--- src/rtl/alu_pkg.sv ---
// Op codes, idle select code and sequencer state encoding shared by the ALU and ac_sequencer.
// Pure declarations: no timing, no flow control.
package alu_pkg;

    localparam logic [3:0] OP_CLAC = 4'b0000;
    localparam logic [3:0] OP_ADD  = 4'b0001;
    localparam logic [3:0] OP_SUB  = 4'b0010;
    localparam logic [3:0] OP_INAC = 4'b0011;
    localparam logic [3:0] OP_AND  = 4'b0100;
    localparam logic [3:0] OP_OR   = 4'b0101;
    localparam logic [3:0] OP_NOT  = 4'b0110;
    localparam logic [3:0] OP_XOR  = 4'b0111;
    localparam logic [3:0] OP_LDAC = 4'b1000;

    // ALU output floats and nothing is written while this code is selected
    localparam logic [3:0] ALUS_IDLE = 4'b1111;

    typedef enum logic [1:0] {
        ST_IDLE = 2'd0,
        ST_EXEC = 2'd1,
        ST_DONE = 2'd2
    } seq_state_t;

    function automatic logic op_legal(input logic [3:0] op);
        return (op <= OP_LDAC);
    endfunction

    // LDAC bypasses the ALU, so only the true ALU ops honour the repeat count
    function automatic logic op_uses_alu(input logic [3:0] op);
        return op_legal(op) && (op != OP_LDAC);
    endfunction

endpackage

--- src/rtl/rep_counter.sv ---
// Loadable down-counter for the repeat count; o_last is high while the count is zero.
// Load wins over decrement; decrement saturates at zero so the count never wraps.
module rep_counter #(
    parameter int CNT_W = 4
) (
    input  logic             i_clk,
    input  logic             i_rst,
    input  logic             i_load,
    input  logic [CNT_W-1:0] i_load_val,
    input  logic             i_dec,
    output logic             o_last
);

    localparam logic [CNT_W-1:0] ONE = {{(CNT_W-1){1'b0}}, 1'b1};

    logic [CNT_W-1:0] r_cnt;

    always_ff @(posedge i_clk) begin
        if (i_rst) begin
            r_cnt <= '0;
        end else if (i_load) begin
            r_cnt <= i_load_val;
        end else if (i_dec && (r_cnt != '0)) begin
            r_cnt <= r_cnt - ONE;
        end
    end

    assign o_last = (r_cnt == '0);

endmodule

--- src/rtl/ac_sequencer.sv ---
// Owns AC and sequences the ALU: one command at a time, cmd_cnt+1 EXEC cycles, then a done pulse.
// Latency accept->done is 2+n cycles; cmd_ready is low from accept until the cycle after done.
module ac_sequencer
    import alu_pkg::*;
#(
    parameter int WIDTH = 8,
    parameter int CNT_W = 4
) (
    input  logic             i_clk,
    input  logic             i_rst,
    input  logic             i_cmd_valid,
    output logic             o_cmd_ready,
    input  logic [3:0]       i_cmd_op,
    input  logic [WIDTH-1:0] i_cmd_data,
    input  logic [CNT_W-1:0] i_cmd_cnt,
    output logic [3:0]       o_alus,
    output logic [WIDTH-1:0] o_bus_n,
    input  logic [WIDTH-1:0] i_alu_dout,
    output logic [WIDTH-1:0] o_ac_n,
    output logic             o_zero,
    output logic             o_done,
    output logic             o_err
);

    seq_state_t       r_state;
    logic [3:0]       r_op;
    logic [WIDTH-1:0] r_data;
    logic [WIDTH-1:0] r_ac;
    logic [3:0]       r_alus;
    logic [WIDTH-1:0] r_bus;
    logic             r_ready;
    logic             r_done;
    logic             r_err;

    logic             w_accept;
    logic             w_dec;
    logic             w_last;
    logic [CNT_W-1:0] w_load_val;

    assign w_accept   = r_ready && i_cmd_valid;
    assign w_dec      = (r_state == ST_EXEC);
    assign w_load_val = op_uses_alu(i_cmd_op) ? i_cmd_cnt : '0;

    rep_counter #(
        .CNT_W(CNT_W)
    ) u_rep_counter (
        .i_clk      (i_clk),
        .i_rst      (i_rst),
        .i_load     (w_accept),
        .i_load_val (w_load_val),
        .i_dec      (w_dec),
        .o_last     (w_last)
    );

    always_ff @(posedge i_clk) begin
        if (i_rst) begin
            r_state <= ST_IDLE;
            r_op    <= OP_CLAC;
            r_data  <= '0;
            r_ac    <= '0;
            r_alus  <= ALUS_IDLE;
            r_bus   <= '0;
            r_ready <= 1'b1;
            r_done  <= 1'b0;
            r_err   <= 1'b0;
        end else begin
            r_done <= 1'b0;
            r_err  <= 1'b0;
            case (r_state)
                ST_IDLE: begin
                    if (w_accept) begin
                        r_op    <= i_cmd_op;
                        r_data  <= i_cmd_data;
                        // select and operand are registered here so EXEC sees them glitch-free
                        r_alus  <= op_uses_alu(i_cmd_op) ? i_cmd_op : ALUS_IDLE;
                        r_bus   <= i_cmd_data;
                        r_ready <= 1'b0;
                        r_state <= ST_EXEC;
                    end
                end
                ST_EXEC: begin
                    if (r_op == OP_LDAC) begin
                        r_ac <= r_data;
                    end else if (op_legal(r_op)) begin
                        r_ac <= i_alu_dout;
                    end
                    if (w_last) begin
                        r_alus  <= ALUS_IDLE;
                        r_bus   <= '0;
                        r_done  <= 1'b1;
                        r_err   <= !op_legal(r_op);
                        r_state <= ST_DONE;
                    end
                end
                ST_DONE: begin
                    r_ready <= 1'b1;
                    r_state <= ST_IDLE;
                end
                default: begin
                    r_alus  <= ALUS_IDLE;
                    r_bus   <= '0;
                    r_ready <= 1'b1;
                    r_state <= ST_IDLE;
                end
            endcase
        end
    end

    assign o_cmd_ready = r_ready;
    assign o_alus      = r_alus;
    assign o_bus_n     = r_bus;
    assign o_ac_n      = r_ac;
    assign o_zero      = (r_ac == '0);
    assign o_done      = r_done;
    assign o_err       = r_err;

endmodule

--- config.mk ---
export PLATFORM = sky130hd
export DESIGN_NAME = ac_sequencer
export DESIGN_NICKNAME = d
export VERILOG_FILES = /design/src/rtl/alu_pkg.sv /design/src/rtl/rep_counter.sv /design/src/rtl/ac_sequencer.sv
export SDC_FILE = /design/constraint.sdc
export NUM_CORES = 1
export LEC_CHECK = 0
export ABC_AREA = 0
export CAP_MARGIN = 30
export CORE_MARGIN = 2
export CORE_UTILIZATION = 42
export CTS_CLUSTER_DIAMETER = 120
export DETAILED_ROUTE_END_ITERATION = 7
export GPL_ROUTABILITY_DRIVEN = 0
export PLACE_DENSITY_LB_ADDON = 0.25
export SYNTH_ARGS = -nofsm -noshare
export SYNTH_HDL_FRONTEND = slang
export SYNTH_SLANG_ARGS = --single-unit
--- constraint.sdc ---
create_clock -name i_clk -period 1.6 [get_ports i_clk]
set_input_delay 0.32 -clock i_clk [delete_from_list [all_inputs] [get_ports i_clk]]
set_output_delay 0.32 -clock i_clk [all_outputs]
set_load 0.005 [all_outputs]
==> implementation parameters <==
Parameter                              Value

Timing
  Setup slack after layout    -0.0757 ns
  Max-slew violations    0
  # setup viols final    1
  Maximum clock frequency    a little under 600 MHz
  Hold Violations, Final    0
  Transition time at the pin with the least slew margin    0.329 ns
  Normalized max-slew margin    78.1%
  Total negative setup slack    -0.0757 ns
  Min cycle time layout    1.68 ns
  Unrepaired setup endpoints after global routing    true
  Share of the clock period used by the worst path after layout    105%
  Worst slack on hold paths    roughly 0.46 ns
  Clk_skew    roughly 0.0093 ns

Worst setup path
  Crit path required time    1.28 ns
  Sort of element at the end of the critical path    output port
  Critical path class    reg2out
  Reg2reg setup slack    approximately 0.090 ns
  Arrival time at the worst endpoint    1.36 ns
  Maximum net fanout on the critical path    2
  Type of element launching the critical path    flop

Finish
  ANT cells    0
  Share of layout cells above drive strength 1    between 15 and 20%
  Number of nets in the layout    312
  # fillers    372
  Post-layout instance area    between 2000 and 3000 um^2
  Area added between synthesis and finish    46.1%

Clock network
  Maximum root-to-sink buffer count    2
  Clock network latency to the later pin of the worst-skew pair    0.30 ns
  Post-CTS setup repair buffer count    0
  Max H-tree Level    2
  Number of sinks driven by the clock tree    41
  Post-cts hold buffer count    0
  Clock tree root buffer cell    sky130_fd_sc_hd__clkbuf_8
  TritonCTS clock tree    yes
  Clock-pin slew on the worst setup and hold paths    0.08 ns
  Total clock buffers created by CTS    5

Routing
  Post-route antenna net violation count    0
  Via count    1802
  Met2 Wirelength    ~2300 um
  Post-detailed-route via-to-cell ratio    approximately 5.4
  Highest routed layer    met4
  DR WL met3    212 um
  Detailed-router iteration count before antenna repair    4
  Aggregate routed wire length    4570 um
  Starting DRT DRC Count    147
  DRC violations left    0
  Average wire length per cell after detail routing    13.6 um
  Met1 routed wirelength after detailed routing    roughly 2000 um

Logic synthesis
  Total of flip-flops plus latches after synthesis    41
  Syn Nets    242
  Largest cells by area after synthesis    sky130_fd_sc_hd__dfxtp_1 (45%), sky130_fd_sc_hd__a21oi_1 (9.4%), sky130_fd_sc_hd__nand2_1 (8.9%), sky130_fd_sc_hd__a311oi_1 (4.4%), sky130_fd_sc_hd__a32oi_1 (4.4%)
  Avg Cell Area, Syn    8.43 um^2
  Most area-hungry cell type in the Yosys netlist    sky130_fd_sc_hd__dfxtp_1
  Main flop type after synthesis    sky130_fd_sc_hd__dfxtp_1
  Post-Synthesis Cell Area    1800 um^2
  Post-synthesis cell count    between 200 and 250
  Number of warnings reported in the yosys synthesis log    0
  Share of flip-flops with an asynchronous set or reset after synthesis    0%
  Number of distinct library cells after synthesis    39
  Sequential cell area fraction in the yosys report    45.5%
  Yosys top cell area share    45.5%
  Most frequent cells after synthesis    sky130_fd_sc_hd__nand2_1 (43), sky130_fd_sc_hd__dfxtp_1 (41), sky130_fd_sc_hd__a21oi_1 (34), sky130_fd_sc_hd__nor2_1 (10)
  Most repeated cell in the gate-level netlist after synthesis    sky130_fd_sc_hd__nand2_1
  Number of enable flip-flop cells after synthesis    0

Power and ir drop
  Static leakage    approximately 1.0 nW
  Worst vdd ir    about 0.6 mV
  Power density normalized to cell area    1010 nW/um^2

Placed design
  Number of input and output port buffers inserted    50
  Sum of net half-perimeters after detailed placement    3380 um
  Instance area at placement    2510 um^2
  Post-Place Setup Slack    -0.157 ns

Floorplanning
  Row count    23
  DIE HEIGHT    69.5 um
  Core area    ~4100 um^2
  Die X    69.5 um
  I/O pin count    51
  DIE AREA    4840 um^2
  Effective utilization at floorplan    between 40% and 50%

GRT
  Congestion Overflow GR    0
  Total GRT Usage    19.9%
  First-pass GRT wire length    7800 um
  Vias in the first global route    1725
  Number of antenna violations at the first check in global routing    0
  Largest net degree at the start of global routing    25

Status
  Violations in the final reports    negative setup slack
  Outcome    complete, but fails checks

Run
  # Max-Cap Violations    0

Min path
  Worst min-delay path class    reg2reg
==> critical path, stage by stage, from the launching register on <==
cell and delay, ns:
sky130_fd_sc_hd__dfxtp_2 0.33, sky130_fd_sc_hd__or4_4 0.53, sky130_fd_sc_hd__nor2_2 0.09, sky130_fd_sc_hd__buf_2 0.11
==> placed cells by master, fill, tap and decap left out, drive strengths merged, types with 2 or more instances in the layout <==
cell	instances
and2	2
dfxtp	41
buf	31
a21oi	34
nor2	10
clkbuf	7
nand2	43
nand3	9
mux2i	3
clkdlybuf4s50	49
or4	3
a311oi	9
o31ai	2
a32oi	9
nand4	3
nor3	3
inv	7
==> where the power goes <==
part | switching (mW) | leakage, nW | internal, mW
Clock | 0.362 | 0.0549 | 0.398
Combinational | 0.326 | 0.618 | 0.401
Sequential | 0.0694 | 0.339 | 1.12
==> final cells by class <==
cell class                      count  area, um^2  share of cell area, %
Multi-Input combinational cell    149         890                   33.7
Sequential cell                    41         832                   31.6
Timing Repair Buffer               80         721                   27.3
Clock buffer                        7        96.3                   3.65
Tap cell                           50        62.6                   2.37
Inverter                            7        26.3                  0.997
Clock inverter                      1        8.76                  0.332
==> flip-flops by register name, summed over array words and instances, names as in the netlist <==
signal and count:
o_ac_n 8, o_alus 4, r_state 2, u_rep_counter.r_cnt 4
r_op 4, r_data 8, o_err 1, o_bus_n 8
o_cmd_ready 1, o_done 1
==> path summary, 6_finish.rpt <==
check,start,to,depth (start not counted)
max,o_ac_n[1],o_zero,3
min,r_data[5],r_data[5],2
min reg2reg,r_data[5],r_data[5],2
max reg2reg,u_rep_counter.r_cnt[0],u_rep_counter.r_cnt[0],5
==> kinds of logic after synthesis <==
kind of cell | synth area share [%]
and+or+nand+nor | 23.4
AOI/OAI and AO/OA | 22.8
DFF | 45.5
buffers and inverters | 5.89
muxes | 1.66
adders and majority gates | 0.693
==> through the flow <==
stage	instances	utilization (%)	power, mW
finish	335	65.0	2.67
CTS	335	64.5	2.67
detailed placement	327	61.9	1.92
global placement	327	61.9	1.90
global route	335	65.0	2.83
floorplan	214	-	1.55
==> repair_timing <==
| item | in CTS | in global routing |
|---|---|---|
| endpoints found under the setup margin | 2 | 4 |
| pin swaps | 2 | 2 |
| gates resized for setup | 6 | 10 |
==> layer usage <==
metal	up-vias	global-route usage, %
li1	912	-
met3	6	4.22
met4	0	7.19
met1	844	24.6
met2	40	33.9
met5	-	0
No activity file was read; power rests on OpenSTA's default activity.
